## src/rtl/ofdm_pkg.sv

```systemverilog
// Shared constants for the OFDM symbol sequencer: FSM encoding, step modes,
// and table-address helpers.
package ofdm_pkg;

  localparam logic [1:0] ST_IDLE = 2'd0;
  localparam logic [1:0] ST_CP   = 2'd1;
  localparam logic [1:0] ST_BODY = 2'd2;
  localparam logic [1:0] ST_DONE = 2'd3;

  localparam logic MODE_STEP1 = 1'b0;
  localparam logic MODE_STEP2 = 1'b1;

  // First prefix address; folds to 0 when the prefix is disabled.
  function automatic logic [31:0] cp_base_f(input int unsigned aw, input int unsigned cp_len);
    logic [31:0] n;
    n = 32'd1 << aw;
    cp_base_f = (n - cp_len) & (n - 32'd1);
  endfunction

  function automatic logic [31:0] last_f(input int unsigned aw, input logic mode);
    last_f = (32'd1 << aw) - ((mode == MODE_STEP2) ? 32'd2 : 32'd1);
  endfunction

endpackage

```

## src/rtl/ofdm_addr_gen.sv

```systemverilog
// Loadable address register that advances by 1 or 2 (mod 2^ADDR_WIDTH) and
// flags when it sits on the last address reachable for the current step.
module ofdm_addr_gen
  import ofdm_pkg::*;
#(
  parameter int ADDR_WIDTH = 12
) (
  input  logic                  clk,
  input  logic                  reset,
  input  logic                  load,
  input  logic [ADDR_WIDTH-1:0] load_addr,
  input  logic                  adv,
  input  logic                  mode,
  output logic [ADDR_WIDTH-1:0] addr,
  output logic                  wrap
);

  localparam logic [ADDR_WIDTH-1:0] LAST1 = ADDR_WIDTH'(last_f(ADDR_WIDTH, MODE_STEP1));
  localparam logic [ADDR_WIDTH-1:0] LAST2 = ADDR_WIDTH'(last_f(ADDR_WIDTH, MODE_STEP2));

  logic [ADDR_WIDTH-1:0] addr_q, addr_d, step;

  assign step = (mode == MODE_STEP2) ? ADDR_WIDTH'(2) : ADDR_WIDTH'(1);
  assign wrap = (addr_q == ((mode == MODE_STEP2) ? LAST2 : LAST1));
  assign addr = addr_q;

  always_comb begin
    addr_d = addr_q;
    if (load)     addr_d = load_addr;
    else if (adv) addr_d = addr_q + step;
  end

  always_ff @(posedge clk) begin
    if (reset) addr_q <= '0;
    else       addr_q <= addr_d;
  end

endmodule

```

## src/rtl/ofdm_symbol_sequencer.sv

```systemverilog
// Burst controller: streams CP + body ROM addresses per OFDM symbol with
// backpressure, and frames the ROM output (valid/sop/eop) one cycle later.
module ofdm_symbol_sequencer
  import ofdm_pkg::*;
#(
  parameter int ADDR_WIDTH = 12,
  parameter int CP_LEN     = 512,
  parameter int NSYM_WIDTH = 8
) (
  input  logic                  clk,
  input  logic                  reset,
  input  logic                  start,
  input  logic                  mod_switch,
  input  logic [NSYM_WIDTH-1:0] num_symbols,
  input  logic                  ready_in,
  output logic [ADDR_WIDTH-1:0] addr,
  output logic                  rd_en,
  output logic                  valid_out,
  output logic                  sop,
  output logic                  eop,
  output logic [NSYM_WIDTH-1:0] sym_idx,
  output logic                  busy,
  output logic                  done
);

  localparam logic [ADDR_WIDTH-1:0] CP_BASE    = ADDR_WIDTH'(cp_base_f(ADDR_WIDTH, CP_LEN));
  localparam logic                  HAS_CP     = (CP_LEN != 0);
  localparam logic [1:0]            ST_ENTRY   = HAS_CP ? ST_CP : ST_BODY;
  localparam logic [ADDR_WIDTH-1:0] ENTRY_ADDR = HAS_CP ? CP_BASE : '0;

  logic [1:0]            state_q, state_d;
  logic                  mode_q, mode_d;
  logic [NSYM_WIDTH-1:0] count_q, count_d, sym_q, sym_d;
  logic                  valid_q, valid_d, sop_q, sop_d, eop_q, eop_d;
  logic                  load, adv, wrap, in_burst, rd, first_rd;
  logic [ADDR_WIDTH-1:0] load_addr, cur_addr;

  ofdm_addr_gen #(.ADDR_WIDTH(ADDR_WIDTH)) u_addr_gen (
    .clk       (clk),
    .reset     (reset),
    .load      (load),
    .load_addr (load_addr),
    .adv       (adv),
    .mode      (mode_q),
    .addr      (cur_addr),
    .wrap      (wrap)
  );

  assign in_burst = (state_q == ST_CP) || (state_q == ST_BODY);
  assign rd       = ready_in && in_burst;
  // Entry address is visited exactly once per symbol, so it marks the symbol start.
  assign first_rd = HAS_CP ? ((state_q == ST_CP)   && (cur_addr == CP_BASE))
                           : ((state_q == ST_BODY) && (cur_addr == '0));

  always_comb begin
    state_d   = state_q;
    mode_d    = mode_q;
    count_d   = count_q;
    sym_d     = sym_q;
    load      = 1'b0;
    load_addr = ENTRY_ADDR;
    adv       = 1'b0;
    valid_d   = rd;
    sop_d     = rd && first_rd;
    eop_d     = rd && (state_q == ST_BODY) && wrap;
    case (state_q)
      ST_IDLE: begin
        if (start) begin
          if (num_symbols == '0) begin
            state_d = ST_DONE;
          end else begin
            mode_d  = mod_switch;
            count_d = num_symbols;
            sym_d   = '0;
            load    = 1'b1;
            state_d = ST_ENTRY;
          end
        end
      end
      ST_CP: begin
        if (rd) begin
          if (wrap) begin
            state_d   = ST_BODY;
            load      = 1'b1;
            load_addr = '0;
          end else begin
            adv = 1'b1;
          end
        end
      end
      ST_BODY: begin
        if (rd) begin
          if (!wrap) begin
            adv = 1'b1;
          end else if (sym_q == count_q - NSYM_WIDTH'(1)) begin
            state_d = ST_DONE;
          end else begin
            sym_d   = sym_q + NSYM_WIDTH'(1);
            load    = 1'b1;
            state_d = ST_ENTRY;
          end
        end
      end
      default: state_d = ST_IDLE;
    endcase
  end

  always_ff @(posedge clk) begin
    if (reset) begin
      state_q <= ST_IDLE;
      mode_q  <= MODE_STEP1;
      count_q <= '0;
      sym_q   <= '0;
      valid_q <= 1'b0;
      sop_q   <= 1'b0;
      eop_q   <= 1'b0;
    end else begin
      state_q <= state_d;
      mode_q  <= mode_d;
      count_q <= count_d;
      sym_q   <= sym_d;
      valid_q <= valid_d;
      sop_q   <= sop_d;
      eop_q   <= eop_d;
    end
  end

  assign addr      = cur_addr;
  assign rd_en     = rd;
  assign valid_out = valid_q;
  assign sop       = sop_q;
  assign eop       = eop_q;
  assign sym_idx   = sym_q;
  assign busy      = in_burst;
  assign done      = (state_q == ST_DONE);

endmodule

```

## config.mk

```make
export PLATFORM = sky130hd
export DESIGN_NAME = ofdm_symbol_sequencer
export DESIGN_NICKNAME = d
export VERILOG_FILES = /design/src/rtl/ofdm_pkg.sv /design/src/rtl/ofdm_addr_gen.sv /design/src/rtl/ofdm_symbol_sequencer.sv
export SDC_FILE = /design/constraint.sdc
export NUM_CORES = 1
export LEC_CHECK = 0
export ABC_AREA = 1
export CAP_MARGIN = 30
export CORE_ASPECT_RATIO = 0.75
export CORE_MARGIN = 2
export CORE_UTILIZATION = 57
export CTS_CLUSTER_DIAMETER = 150
export DETAILED_ROUTE_END_ITERATION = 8
export HOLD_SLACK_MARGIN = 0.03
export PLACE_DENSITY = 0.83
export SYNTH_ARGS = -nofsm -noshare
export SYNTH_HDL_FRONTEND = slang
export SYNTH_SLANG_ARGS = --single-unit
```

## constraint.sdc

```tcl
create_clock -name clk -period 5.5 [get_ports clk]
set_input_delay 1.375 -clock clk [delete_from_list [all_inputs] [get_ports clk]]
set_output_delay 1.375 -clock clk [all_outputs]
set_load 0.005 [all_outputs]
```

==> flow_summary.yaml, run 1 <==
power:
  total_power_mw: 0.916
  vdd_ir_drop_max_uv: 227
  power_density_nw_per_um2: 345
  cellLeakagePower_nw: 1.21
yosys:
  avgSynthCellArea_um2: 6.45
  ys_warn_count: 0
  synth_fp_nets: 358
  synth_area_um2: 2170
  yosysSeqAreaShare_pct: 31.4
  syn_inst: 336
  ys_types: 27
  synth_seq_cells: 34
setup_path:
  critPathMostFrequentCell: "clkdlybuf4s50_1"
  critPathMaxFanout: 3
  rr_endpoint: "u_addr_gen.addr[9]"
  r2r_slack_ns: 2.91
  cp-end-kind: "output pin"
  path_class: "in -> out"
  r2r_start: "mode_q"
  start_kind: "input port"
  required_ns: 4.12
  critPathArrivalTime_ns: 2.57
  crit_chain: "clkdlybuf4s50_1 -> nand2_1 -> inv_1 -> clkdlybuf4s50_1"
  r2r_cells: 10
  crit_slowest_cell: "clkdlybuf4s50_1"
  crit_path_max_incr_delay_ns: 0.51
global_routing:
  grt_max_degree: 22
  overflow: 0
  gr-usage-all-layers_pct: 25.7
  grt_pass1_wl_um: 8510
  antenna_found_initial: 0
  grt_pass1_vias: 1877
worst_hold_path:
  min_to: "count_q[7]"
  hp-start: "count_q[7]"
  worstHoldPathType: "reg -> reg"
  holdPathStages: 2
sta:
  slew_headroom_pct: 49.7
  finClkSkew_ns: 0.00363
  rsz0062_at_grt: "no"
  slew_viol_final: 0
  setup_violations: 0
  fin_crit_ns: 3.94
  clock.fmax_mhz: 254
  min_period_over_period_pct: 71.7
  tns_ns: 0
  hold_violations: 0
  tightest_slew_ns: 0.752
route:
  firstDrtPassIters: 7
  wl_um: 5160
  wl_per_cell_um: 12.1
  initialDrtViolationCount: 245
  vias_per_cell: 5.31
  final_antenna_net_count: 0
  vias: 2260
  drt_drc_violations_left: 0
clock_network:
  cts_setup_buffers: 0
  ctsResizeCount: 0
  tritoncts: "yes"
  cts_sinks: 34
  clock-root-buffer: "clkbuf_8"
  clock_path_buffers: 2
  htreeDepth: 2
  cts_buffers: 5
  clock_latency_ns: 0.28
  path_clk_slew_ns: 0.07
  cts_hold_buf: 0
job:
  maxCapViolCount: 0
place:
  portBuffers: 38
  hpwl_um: 3840
  gp_congestion: 0.916
outcome:
  outcome: "finished clean"
floorplanning:
  dieArea_um2: 4320
  fp-row-count: 19
  die_h_um: 57.4
  core_um2: 3660
  start_util_pct: 59.2
  fp.dieW_um: 75.2
  io_pins: 39
finish:
  final_common_cell: "nand2_1"
  diodes: 0
  syn_to_final_growth_pct: 22.5
  fillers: 336
  post-route-util_pct: 72.6
  final_cell_mix: "nand2_1, inv_1, clkdlybuf4s50_1"
  drive_gt1_share_pct: 3.74
  fin_nets: 395
-- critical path: cells and delay by family --
family | cells | cell delay, ns
simple gates | 1 | 0.08
buf+inv | 3 | 1.11
-- layout make-up --
type / instances / area, um^2 / share of cell area (%)
multi-input combinational: 244 / 1250 / 47.1
clock buffer: 7 / 86.3 / 3.25
timing repair buffer: 38 / 380 / 14.3
sequential: 34 / 681 / 25.6
inverter: 50 / 188 / 7.07
tap: 52 / 65.1 / 2.45
clock inverter: 1 / 5.00 / 0.188
-- sequential cells by signal (all words and copies together) (netlist names) --
signal,cells
state_q,2
u_addr_gen.addr,12
sop,1
eop,1
count_q,8
sym_idx,8
valid_out,1
mode_q,1
-- logic make-up after synthesis --
logic type               after synthesis  synth area share, %
AO/OA/AOI/OAI                         42                 9.75
XOR/XNOR                              18                 7.27
adder cells (fa/ha/maj)                9                 5.54
buffers and inverters                 58                 10.9
flip-flops                            34                 31.4
AND/OR/NAND/NOR                      175                 35.1
-- synthesized netlist by cell type (all sizes together) --
cell | instances | area, um^2
nor3b | 1 | 7.51
nand2 | 83 | 324
o21ai | 13 | 65.1
o22ai | 1 | 6.26
fa | 1 | 20.0
nor3 | 4 | 20.0
nor2 | 38 | 148
a21oi | 28 | 140
ha | 8 | 100
nand4 | 6 | 37.5
clkinv | 1 | 3.75
nor4 | 3 | 18.8
nand3 | 37 | 185
xor2 | 13 | 114
and3 | 1 | 6.26
clkbuf | 5 | 18.8
buf | 3 | 30.0
xnor2 | 5 | 43.8
dfxtp | 34 | 681
inv | 49 | 184
nand3b | 2 | 15.0
-- where the power goes --
group	internal (mW)	total, mW	leakage, nW	switching, mW
registers	0.284	0.322	0.277	0.0380
clock network	0.101	0.189	0.0482	0.0884
logic	0.157	0.405	0.885	0.248
-- through the flow --
| step | worst slack, ns | hold WS, ns | instances | area [um^2] |
|---|---|---|---|---|
| after floorplan | 2.62 | 0.444 | 336 | 2170 |
| after global placement | 1.57 | 0.464 | 418 | 2560 |
| after detailed placement | 1.57 | 0.469 | 418 | 2560 |
| after CTS | 1.57 | 0.478 | 426 | 2660 |
| after global routing | 1.49 | 0.497 | 426 | 2660 |
| final | 1.56 | 0.483 | 426 | 2660 |
-- routing by layer --
| metal | GRT usage [%] | up-vias | share of wire (%) | routed length (um) |
|---|---|---|---|---|
| li1 | - | 1144 | - | - |
| met1 | 39.2 | 1013 | 49 | 2530 |
| met2 | 36.6 | 93 | 43 | 2210 |
| met3 | 4.77 | 10 | 7.1 | 364 |
| met4 | 8.02 | 0 | 1.2 | 63 |
| met5 | 0 | - | 0 | 0 |
-- worst max-delay path by stage --
stage / cells after the start / to / slack (ns) / startpoint
global route: 4 / rd_en / 1.49 / ready_in
finish: 4 / rd_en / 1.56 / ready_in
floorplan: 2 / rd_en / 2.62 / ready_in
CTS: 4 / rd_en / 1.57 / ready_in
detailed placement: 4 / rd_en / 1.57 / ready_in
global placement: 4 / rd_en / 1.57 / ready_in
Power figures use the tool's default switching activity.
==> run 2: changes to the inputs <==
CORE_UTILIZATION = 53   (was 57)
PLACE_DENSITY = 0.77   (was 0.83)
clock period = 3.8 ns   (was 5.5 ns; I/O delays follow)
==> run 2 against run 1 <==
  * Count of clock-buffer cells in the layout up 1
  * Via count shrank 1.6%
  * Final cell count up 1.2%
  * Sequential power grew 45%
  * Final area up 1.4%
  * Largest power group unchanged
  * Wire length is 2.1% higher
  * Sequential cell count is the same
  * Clock power rose by 71%
  * Die area grew 7.1%
==> flow_summary.yaml, run 2 (synthesis results as in run 1) <==
clock_network:
  tritoncts: "yes"
  cts_buffers: 5
  clock_path_buffers: 2
  clock-root-buffer: "clkbuf_8"
  htreeDepth: 2
  cts_setup_buffers: 0
  ctsResizeCount: 0
  cts_sinks: 34
  clock_latency_ns: 0.30
  cts_hold_buf: 0
  path_clk_slew_ns: 0.07
sta:
  setup_slack_ns: 0.689
  hold_violations: 0
  finClkSkew_ns: 0.00384
  tightest_slew_ns: 0.431
  clock.fmax_mhz: 321
  fin_crit_ns: 3.11
  setup_violations: 0
  slew_viol_final: 0
  min_period_over_period_pct: 81.9
  tns_ns: 0
  rsz0062_at_grt: "no"
  slew_headroom_pct: 71.2
place:
  portBuffers: 38
  pre_cts_ws_ns: 0.708
  dp.cells: 423
  gp_congestion: 0.961
  hpwl_um: 3970
  dpl-instance-area_um2: 2580
floorplanning:
  fp.dieW_um: 77.9
  start_util_pct: 54.5
  die_h_um: 59.4
  dieArea_um2: 4620
  fp-row-count: 20
  core_um2: 3980
  io_pins: 39
power:
  total_power_mw: 1.39
  cellLeakagePower_nw: 1.23
  vdd_ir_drop_max_uv: 299
  power_density_nw_per_um2: 517
setup_path:
  crit_chain: "clkdlybuf4s50_1 -> nand2_1 -> inv_1 -> clkdlybuf4s50_1"
  critPathTopFamily: "buffers and inverters"
  required_ns: 2.85
  crit_slowest_cell: "clkdlybuf4s50_1"
  cp-end-kind: "output pin"
  critPathMostFrequentCell: "clkdlybuf4s50_1"
  path_class: "in -> out"
  critPathArrivalTime_ns: 2.16
  start_kind: "input port"
  critPathMaxFanout: 3
  crit_path_max_incr_delay_ns: 0.52
  crit_buf_inv: 3
finish:
  fin_nets: 397
  final_area_um2: 2690
  drive_gt1_share_pct: 4.52
  final_cell_mix: "nand2_1, inv_1, clkdlybuf4s50_1"
  largest_reg_flops: 12
  diodes: 0
  final_common_cell: "nand2_1"
  fin_cells: 431
  syn_to_final_growth_pct: 24.2
global_routing:
  gr-usage-all-layers_pct: 24.4
  grt_pass1_wl_um: 8650
  grt_pass1_vias: 1914
  overflow: 0
  antenna_found_initial: 0
  grt_max_degree: 22
route:
  final_antenna_net_count: 0
  drt_drc_violations_left: 0
  wl_per_cell_um: 12.2
  vias: 2223
  wl_um: 5270
  initialDrtViolationCount: 174
  firstDrtPassIters: 4
  vias_per_cell: 5.16
job:
  maxCapViolCount: 0
worst_hold_path:
  worstHoldPathType: "reg -> reg"
outcome:
  outcome: "finished clean"
## run 2: cell type report
cell class / instances / area [um^2]
timing repair buffer: 40 / 395
multi-input combinational: 244 / 1250
fill: 362 / 1280
sequential: 34 / 681
tap: 55 / 68.8
inverter: 50 / 188
clock buffer: 8 / 110
## run 2: where the power goes
group          internal, mW  switching, mW
sequential            0.411         0.0546
combinational         0.233          0.371
clock                 0.183          0.141
## run 2: final timing paths
path,start,to,depth (start not counted),slack [ns]
max,ready_in,rd_en,4,0.69
min,count_q[7],count_q[7],2,0.48
max reg2reg,mode_q,sym_idx[4],12,1.46
min reg2reg,count_q[7],count_q[7],2,0.48
## run 2: metrics by stage
step	util (%)	hold WS (ns)
2_1_floorplan	-	0.444
3_3_place_gp	64.9	0.462
3_5_place_dp	64.9	0.479
4_1_cts	67.7	0.488
5_1_grt	67.7	0.506
6_report	67.7	0.484
## run 2: tightest hold or removal path, stage by stage (launching register included)
cell	delay [ns]
dfxtp_1	0.31
inv_1	0.07
a21oi_1	0.06
## run 2: metal layers
metal / up-vias / wire, um / part of all wire, % / GRT usage [%]
met5: - / 0 / 0 / 0
met4: 0 / 72 / 1.4 / 9.95
met3: 8 / 315 / 6.0 / 4.73
met2: 69 / 2200 / 42 / 36.3
met1: 1002 / 2680 / 51 / 34.8
li1: 1144 / - / - / -
